**config.mk**
```make
export PLATFORM = sky130hd
export DESIGN_NAME = capture_sequencer
export DESIGN_NICKNAME = d
export VERILOG_FILES = /design/src/rtl/capture_sequencer.sv
export SDC_FILE = /design/constraint.sdc
export NUM_CORES = 1
export LEC_CHECK = 0
export ABC_AREA = 1
export CAP_MARGIN = 20
export CELL_PAD_IN_SITES_DETAIL_PLACEMENT = 0
export CELL_PAD_IN_SITES_GLOBAL_PLACEMENT = 1
export CORE_MARGIN = 2
export CORE_UTILIZATION = 41
export CTS_CLUSTER_DIAMETER = 100
export DETAILED_ROUTE_END_ITERATION = 8
export PLACE_DENSITY = 0.81
export SKIP_LAST_GASP = 1
export SLEW_MARGIN = 20
export SYNTH_ARGS = -nofsm -noshare
export SYNTH_HDL_FRONTEND = slang
export SYNTH_SLANG_ARGS = --single-unit
export TNS_END_PERCENT = 20
```
**constraint.sdc**
```tcl
create_clock -name fe_clk -period 2.6 [get_ports fe_clk]
set_input_delay 0.52 -clock fe_clk [delete_from_list [all_inputs] [get_ports fe_clk]]
set_output_delay 0.52 -clock fe_clk [all_outputs]
set_load 0.02 [all_outputs]
```
**src/rtl/capture_sequencer.sv**
```systemverilog
// Sniff capture sequencer: arm, wait for a pattern match, gate FIFO writes for a
// programmed number of events, and emit a delayed, width-controlled trigger pulse.
module capture_sequencer #(
    parameter int pTRIGGER_DELAY_WIDTH = 20,
    parameter int pTRIGGER_WIDTH_WIDTH = 16,
    parameter int pCAPTURE_LEN_WIDTH   = 16
) (
    input  logic                            fe_clk,
    input  logic                            reset_n,
    input  logic                            I_arm,
    input  logic                            I_match,
    input  logic [pCAPTURE_LEN_WIDTH-1:0]   I_capture_len,
    input  logic [pTRIGGER_DELAY_WIDTH-1:0] I_trigger_delay,
    input  logic [pTRIGGER_WIDTH_WIDTH-1:0] I_trigger_width,
    input  logic                            I_fe_capture_data_wr,
    input  logic                            I_fifo_full,
    output logic                            O_capturing,
    output logic                            O_trigger,
    output logic                            O_done,
    output logic                            O_overflow,
    output logic [pCAPTURE_LEN_WIDTH-1:0]   O_capture_count,
    output logic [2:0]                      O_state
);

    typedef enum logic [2:0] {
        IDLE    = 3'd0,
        ARMED   = 3'd1,
        CAPTURE = 3'd2,
        DONE    = 3'd3
    } state_t;

    typedef enum logic [1:0] {
        T_IDLE  = 2'd0,
        T_DELAY = 2'd1,
        T_PULSE = 2'd2
    } tstate_t;

    localparam logic [pCAPTURE_LEN_WIDTH-1:0]   C_ONE     = 1;
    localparam logic [pCAPTURE_LEN_WIDTH-1:0]   COUNT_MAX = '1;
    localparam logic [pTRIGGER_DELAY_WIDTH-1:0] D_ONE     = 1;
    localparam logic [pTRIGGER_WIDTH_WIDTH-1:0] W_ONE     = 1;

    state_t                          state_reg, state_next;
    tstate_t                         tstate_reg, tstate_next;
    logic                            arm_prev_reg;
    logic                            capturing_reg, capturing_next;
    logic                            trigger_reg, trigger_next;
    logic                            done_reg, done_next;
    logic                            overflow_reg, overflow_next;
    logic [pCAPTURE_LEN_WIDTH-1:0]   count_reg, count_next;
    logic [pCAPTURE_LEN_WIDTH-1:0]   len_lat_reg, len_lat_next;
    logic [pTRIGGER_WIDTH_WIDTH-1:0] width_lat_reg, width_lat_next;
    logic [pTRIGGER_DELAY_WIDTH-1:0] delay_cnt_reg, delay_cnt_next;
    logic [pTRIGGER_WIDTH_WIDTH-1:0] width_cnt_reg, width_cnt_next;

    logic                            arm_rise;
    logic                            accept;
    logic [pCAPTURE_LEN_WIDTH-1:0]   count_inc;

    assign arm_rise  = I_arm & ~arm_prev_reg;
    assign accept    = I_fe_capture_data_wr & ~I_fifo_full;
    assign count_inc = count_reg + C_ONE;

    always_ff @(posedge fe_clk or negedge reset_n) begin
        if (!reset_n) begin
            state_reg     <= IDLE;
            tstate_reg    <= T_IDLE;
            arm_prev_reg  <= 1'b0;
            capturing_reg <= 1'b0;
            trigger_reg   <= 1'b0;
            done_reg      <= 1'b0;
            overflow_reg  <= 1'b0;
            count_reg     <= '0;
            len_lat_reg   <= '0;
            width_lat_reg <= '0;
            delay_cnt_reg <= '0;
            width_cnt_reg <= '0;
        end else begin
            state_reg     <= state_next;
            tstate_reg    <= tstate_next;
            arm_prev_reg  <= I_arm;
            capturing_reg <= capturing_next;
            trigger_reg   <= trigger_next;
            done_reg      <= done_next;
            overflow_reg  <= overflow_next;
            count_reg     <= count_next;
            len_lat_reg   <= len_lat_next;
            width_lat_reg <= width_lat_next;
            delay_cnt_reg <= delay_cnt_next;
            width_cnt_reg <= width_cnt_next;
        end
    end

    always_comb begin
        state_next     = state_reg;
        tstate_next    = tstate_reg;
        capturing_next = capturing_reg;
        trigger_next   = trigger_reg;
        done_next      = done_reg;
        overflow_next  = overflow_reg;
        count_next     = count_reg;
        len_lat_next   = len_lat_reg;
        width_lat_next = width_lat_reg;
        delay_cnt_next = delay_cnt_reg;
        width_cnt_next = width_cnt_reg;

        // Free-running trigger sequencing; the main FSM below may start or abort it.
        case (tstate_reg)
            T_DELAY: begin
                if (delay_cnt_reg == '0) begin
                    tstate_next    = T_PULSE;
                    trigger_next   = 1'b1;
                    width_cnt_next = (width_lat_reg == '0) ? '0 : width_lat_reg - W_ONE;
                end else begin
                    delay_cnt_next = delay_cnt_reg - D_ONE;
                end
            end
            T_PULSE: begin
                if (width_cnt_reg == '0) begin
                    tstate_next  = T_IDLE;
                    trigger_next = 1'b0;
                end else begin
                    width_cnt_next = width_cnt_reg - W_ONE;
                end
            end
            default: begin
                tstate_next  = T_IDLE;
                trigger_next = 1'b0;
            end
        endcase

        case (state_reg)
            IDLE: begin
                if (arm_rise) begin
                    state_next    = ARMED;
                    overflow_next = 1'b0;
                    count_next    = '0;
                    done_next     = 1'b0;
                end
            end
            ARMED: begin
                if (!I_arm) begin
                    state_next = IDLE;
                end else if (I_match) begin
                    state_next     = CAPTURE;
                    capturing_next = 1'b1;
                    len_lat_next   = I_capture_len;
                    width_lat_next = I_trigger_width;
                    if (I_trigger_delay == '0) begin
                        tstate_next    = T_PULSE;
                        trigger_next   = 1'b1;
                        width_cnt_next = (I_trigger_width == '0) ? '0 : I_trigger_width - W_ONE;
                    end else begin
                        tstate_next    = T_DELAY;
                        delay_cnt_next = I_trigger_delay - D_ONE;
                    end
                end
            end
            CAPTURE: begin
                if (!I_arm) begin
                    state_next     = IDLE;
                    capturing_next = 1'b0;
                    tstate_next    = T_IDLE;
                    trigger_next   = 1'b0;
                end else begin
                    if (I_fe_capture_data_wr && I_fifo_full) begin
                        overflow_next = 1'b1;
                    end
                    // Unlimited length saturates rather than wrapping.
                    if (accept && (count_reg != COUNT_MAX)) begin
                        count_next = count_inc;
                        if ((len_lat_reg != '0) && (count_inc == len_lat_reg)) begin
                            state_next     = DONE;
                            capturing_next = 1'b0;
                            done_next      = 1'b1;
                        end
                    end
                end
            end
            DONE: begin
                if (!I_arm) begin
                    state_next = IDLE;
                    done_next  = 1'b0;
                end
            end
            default: begin
                state_next     = IDLE;
                capturing_next = 1'b0;
                done_next      = 1'b0;
            end
        endcase
    end

    assign O_state         = state_reg;
    assign O_capturing     = capturing_reg;
    assign O_trigger       = trigger_reg;
    assign O_done          = done_reg;
    assign O_overflow      = overflow_reg;
    assign O_capture_count = count_reg;

endmodule

```
# After elaboration in Yosys (flattened, before gate mapping)
# Index checks and enable logic that the tools add are counted.
# Widths: inputs -> output; s select.
# word_totals
inputBits,58
ff_bits,94
out_inout_bits,23
wordCells,118
# op_classes
muxes,58
n_reduce_logical,18
eq_ne,18
bitwise_logic,6
add_sub_neg,6
# ops
cell,count
$mux 16,11
$mux 20,6
$pmux 16 s2,2
$logic_not 16->1,3
$sub 16x1->16 const B,3
$logic_not 20->1,2
$sub 20x1->20 const B,2
$mux 3,7
$mux 1,18
$add 16x1->16 const B,1
$eq 16x16->1,1
$ne 16x16->1 const B,1
$ne 2x2->1 const B,8
$reduce_bool 16->1,1
$mux 2,6
$pmux 3 s4,1
$reduce_and 5->1,2
$ne 3x3->1 const B,3
$pmux 2 s2,2
$reduce_and 4->1,2
$eq 3x2->1 const B,2
$pmux 1 s2,3
$reduce_and 6->1,1
$not 1->1,4
11 further kinds,14

# Longest topological paths before layout
# depth
word_depth,8
mapped_depth,16
depth_no_buf,16

# Worst setup path before layout
# No wires, ideal clock.
# synth_path
path_type,input -> register
start,in I_trigger_width[0]
end,reg width_cnt_reg[3]
path_slack_ns,0.615
t_required_ns,2.471
path_buffers,1
cell_stages,10
setup_time_ns,0.129
arrival_ns,1.856
cell_sequence,inv_1 > ha_1 > nand3_1 > nor4_2 > nand2_1 > nor2_1 > nand3_1 > nand2_2 > buf_6 > o21ai_1
# synth_via
elab_chain_len,6
elab_cells_between_ends,7
cone_classes,add/sub: 1; mux: 5; reduce/logical: 1
# synth_lines
element,line,source
"start, declared",14,"input logic [pTRIGGER_WIDTH_WIDTH-1:0] I_trigger_width,"
$sub 16x1->16 or $logic_not 16->1 (tied branches),152,width_cnt_next = (I_trigger_width == '0) ? '0 : I_trigger_width - W_ONE;
$mux 16 (*),152,
$mux 16 (*),149,if (I_trigger_delay == '0) begin
$mux 16 (*),144,end else if (I_match) begin
$mux 16 (*),142,if (!I_arm) begin
$mux 16 (*),132,case (state_reg)
net width_cnt_next[3],54,"logic [pTRIGGER_WIDTH_WIDTH-1:0] width_cnt_reg, width_cnt_next;"
"end signal, assigned",90,width_cnt_reg <= width_cnt_next;
"end, declared",54,
# Mark *: on every way through the listed nets, which the timed path passes. The rest lies on a longest branch.
# A chain may end at the register's enable or synchronous reset.

# Worst setup path after layout
# layout_path
start,reg width_cnt_reg[0]
end,reg width_cnt_reg[0]
# layout_via
elab_chain_len,7
elab_cells_between_ends,9
cone_classes,add/sub: 1; mux: 7; reduce/logical: 1
# layout_lines
element,line,source
$sub 16x1->16 or $logic_not 16->1 (tied branches),"123, 119",
$mux 16,119,if (width_cnt_reg == '0) begin
$pmux 16 s2 (*),108,case (tstate_reg)
$mux 16,149,
$mux 16,144,
$mux 16,142,
$mux 16 (*),132,
net width_cnt_next[0],54,
# Marked as above.

==> metrics.txt <==
status=finished clean; CP Data Arrival Time=2580 ps; Worst Skew=7.49 ps; routed via count=7101; post_cts resized=0; Yosys reg bits=93; Yosys Warn Count=0; syn nets=1117; met2 WL post-DR=9.51 mm; crit end category=register; CTS buffer count=9; port buffer count=79; vias per inst=5.12; Initial Util=42.1%; clock latency at the later pin of the worst-skew pair=360 ps; Total GRT Usage=23.2%; cells after synthesis=1045; Fin Hold WS=127 ps; number of setup violations in the final report=0; vias in the first global route=6693; maximum fanout along the worst path=4; ys flop type=dfrtp_1; Mean Syn Cell Area=6.73 um^2; final antenna-violating net count=0; Die Width=135 um; P per Cell Area=797 nW/um^2; top-area cell type share of the netlist area=33.1%; H-Tree Depth=3; clk slew on worst S/H paths=70 ps; core box area=16700 um^2; Area contributors post-synth=dfrtp_1 (33%), nand2_1 (14%), inv_1 (7.4%); DP Wirelength=16.3 mm; DR pass1 iterations=5; clk buf depth=2; Die ar.=18200 um^2; maximum clock rate=430 MHz; Post-Route WL=20.5 mm; critical setup path kind=register to register; CTS sink cnt=93; CTS tree=yes; Hold Vio Cnt, Final=0; CP Launch Type=register; Unique masters post-synth=49; HP Class=input port to asynchronous set/reset pin; DRC=0; count leader, synth=nand2_1; antenna violations before repair=0; # hold bufs at CTS=0; Post-CTS Setup Inserts=0; number of flip-flops in the largest register=20; post-synthesis cell area=7030 um^2; wire length on met1=9.66 mm; layout cells sized above 1=9.09%; Slew Limit Fails=0; leak pwr=3.99 nW; Post-synth top cells=nand2_1 (269), inv_1 (138), nor2_1 (118), nand3_1 (95), dfrtp_1 (93); global-route wire length before repair=33.4 mm; Die Height=135 um; placer congestion estimate=0.885; area grow syn2layout=23.9%; drt wl/cell=14.8 um; top layer in use=met4; Core Util, Final=52.2%; unrepaired setup endpoints after global routing=no; row count=47; clock root cell=clkbuf_16; Final Cycle Share=89.5%; ys async rst share=100%; register area share after synthesis=33.1%; DR iter-0 viols=521; R2R Path Start=width_cnt_reg[0]; post-synth top area cell=dfrtp_1; max_slew headroom=66.2%; Tightest Pin Transition=507 ps; EDFF count, synth=0; Post-layout nets=1233; met3 routed WL=1.04 mm; Antenna diodes=0; Setup crit start=width_cnt_reg[0]; crit path time final=2330 ps; gr ovfl total=0; peak supply drop=0.000402 V; largest net degree at the start of global routing=34; Ports=81; Worst Path Required=2850 ps; max-cap check violation count=0
==> layout make-up <==
class	instances	area, um^2
Multi-Input combinational cell	790	4070
Fill cell	1673	7990
Tap cell	220	275
Sequential cell	93	2330
Clock inverter	6	71.3
Timing Repair Buffer	126	1220
Clock buffer	10	229
Inverter	141	529
==> metal layers <==
metal | track usage [%] | vias to the layer above
li1 | - | 3642
met1 | 31.7 | 3259
met2 | 38.1 | 169
met3 | 4.47 | 31
met4 | 5.73 | 0
met5 | 0 | -
==> cell usage in the layout (no fill, tap or decap), types with 6 or more instances in the layout <==
master           count
nand2_1            269
inv_1              138
nor2_1             118
nand3_1             95
dfrtp_1             93
o21ai_0             81
clkdlybuf4s50_1     78
buf_4               42
xor2_1              33
a21oi_1             25
nand4_1             23
nor3_1              22
xnor2_1             15
ha_1                14
o31ai_1             13
nand2_2              9
clkbuf_16            9
nor2_2               8
o21ai_2              8
a31oi_1              6
o21ai_1              6
buf_12               6
==> power breakdown <==
group	switching, mW	total (mW)	internal [mW]
combinational	1.88	3.09	1.21
clock	0.617	1.37	0.757
sequential	0.522	2.48	1.96
==> logic make-up (layout without fill, tap and decap cells) <==
logic type                 Yosys count  after routing  share of synthesized area [%]
and+or+nand+nor                    570            570                           36.0
buffers and inverters              162            283                           9.16
AOI/OAI and AO/OA                  156            156                           12.8
DFF                                 93             93                           33.1
xor gates and xnor gates            49             49                           6.30
adders and majority gates           14             14                           2.49
other                                1              1                         0.0533
==> per-stage QoR <==
step	setup WS (ps)	cells	setup TNS (ps)	total power [mW]	area (um^2)
CTS	308	1386	0	6.97	8710
global route	78.1	1386	0	7.53	8710
finish	274	1386	0	6.94	8710
global placement	30.2	1370	0	5.56	8410
detailed placement	-16.7	1370	-41.3	5.58	8410
floorplan	615	1045	0	4.47	7030
==> final timing paths <==
| path | depth (start not counted) | end | slack (ps) |
|---|---|---|---|
| max in group asynchronous | 2 | len_lat_reg[9] | 1700 |
| worst min-delay path | 1 | width_cnt_reg[3] | 130 |
| worst max-delay path | 13 | width_cnt_reg[0] | 270 |
| worst min register to register | 2 | O_capturing | 480 |
| min in group fe_clk | 2 | O_capturing | 480 |
| worst max register to register | 13 | width_cnt_reg[0] | 270 |
==> critical path, cell delays in order, from the launching register on <==
cell and delay (ps):
dfrtp_1 430, inv_1 100, ha_1 240, inv_1 120
nor3_4 180, nand3b_1 140, nor2_1 230, inv_1 100
nand2_1 140, inv_1 110, o21ai_0 180, o211ai_1 110
nand2_1 80, o21ai_2 50
(Power assumes the default switching activity.)
==> patch: new RTL, same settings <==
`pCAPTURE_LEN_WIDTH`: 16 -> 8.
--- a/src/rtl/capture_sequencer.sv
+++ b/src/rtl/capture_sequencer.sv
@@ -5,3 +5,3 @@
     parameter int pTRIGGER_WIDTH_WIDTH = 16,
-    parameter int pCAPTURE_LEN_WIDTH   = 16
+    parameter int pCAPTURE_LEN_WIDTH   = 8
 ) (
Interface: changed (resized I_capture_len and O_capture_count); port bits go from 81 to 65. The function was not compared with the original's and may differ.
==> patch against the unedited design <==
Design area fell by 14%; setup slack improved by 43 ps; clock skew fell by 0.85 ps; synthesized cell count fell by 12%; routed wire length fell by 16%; synthesized area fell by 14%; sequential cell count fell by 16; total power fell by 9.7%; highest routed layer unchanged.
==> patch: results (changes against the unedited design) <==
CP arrival=2520 ps (-60 ps); DRT iter0 DRCs=500 (-4.0%); setup bufs post-CTS=0 (unchanged); register area share after synthesis=31.68% (-1.4 points); final cell count without fillers=1206 (-13%); clock skew=6.648 ps (-0.8471 ps); Overall Global Routing Usage=22.67% (-0.57 points); RePlAce Congestion=0.8779 (-0.75%); VDD IR-drop max=0.3649 mV (-9.3%); dpl ws=-35.52 ps (-18.84 ps); syn avg cell area=6.582 µm² (-2.2%); status=complete, no violations; post-detail-place hpwl=13370 µm (-18%); fillers=1510 (-9.7%); # port buffers=63 (-20%); drt wl/cell=14.32 µm (-3.4%); Total Nets Final=1081 (-12%); Syn Nets=988 (-12%); post-DR vias/cell=5.022 (-2.0%); internal power=3.556 mW (-9.4%); Combinational Power Share=43.7% (-0.8 points); Reg power frac=35.0% (-0.7 points); largest cells by area after synthesis=dfrtp_1 (32%), nand2_1 (16%), inv_1 (8.1%); largest net degree at the start of global routing=46 (+35%); Synth top cells by count=nand2_1 (252), inv_1 (132), nor2_1 (103); vias in the first global route=5701 (-15%); first-pass GRT wire length=29040 µm (-13%); layout cells sized above 1=9.100% (about the same); distinct cell type count of the synthesized netlist=47 (-4.1%); Slowest cell on crit path=clkdlybuf4s50_1; initial antenna violation count=0 (unchanged); Pleak=3.531 nW (-12%)
## patch: cell types whose count changed after synthesis, sizes merged, moves of 4 or more
cell,change
o21ai,-33
nand2,-22
dfrtp,-16
nor2,-15
nand4,+14
o31ai,-12
nand3,-11
a21oi,-8
nor3,-8
xnor2,-4
## patch: cell type report
cell class	instances	area share, %
timing repair buffer	103	13.06
inverter	137	6.898
tap	184	3.073
clock buffer	12	3.558
multi-input combinational	689	47.09
clock inverter	4	0.6013
sequential	77	25.72
## patch: path summary, 6_finish.rpt
check                                    from  depth (start not counted)                  to  slack (ps)
max                        I_trigger_delay[0]                         13    delay_cnt_reg[5]         320
min                                   reset_n                          1  O_capture_count[4]         110
max reg2reg                  delay_cnt_reg[0]                         14   width_cnt_reg[15]         400
min reg2reg                       O_capturing                          2         O_capturing         480
max in group asynchronous             reset_n                          2    width_cnt_reg[4]        1900
min in group fe_clk               O_capturing                          2         O_capturing         480
## patch: per-layer routing
metal | up-vias | track usage (%) | routed length (µm)
met4 | 0 | 5.559 | 199
met1 | 2764 | 34.99 | 8948
met2 | 127 | 32.85 | 7273
met5 | - | 0 | 0
li1 | 3149 | - | -
met3 | 16 | 3.951 | 843
## patch: logic make-up after synthesis
group           synth area share, %
mux                          0.1646
flops                         31.68
xor+xnor                      6.768
buf+inv                       10.37
simple gates                  38.92
other cells                 0.06166
compound gates                9.155
fa+ha+maj                     2.880
## patch: metrics by stage
stage,util (%),area (µm²)
after floorplan,-,6082
after global placement,49.40,7179
after detailed placement,49.40,7179
after CTS,51.54,7491
after global routing,51.54,7491
final,51.54,7491
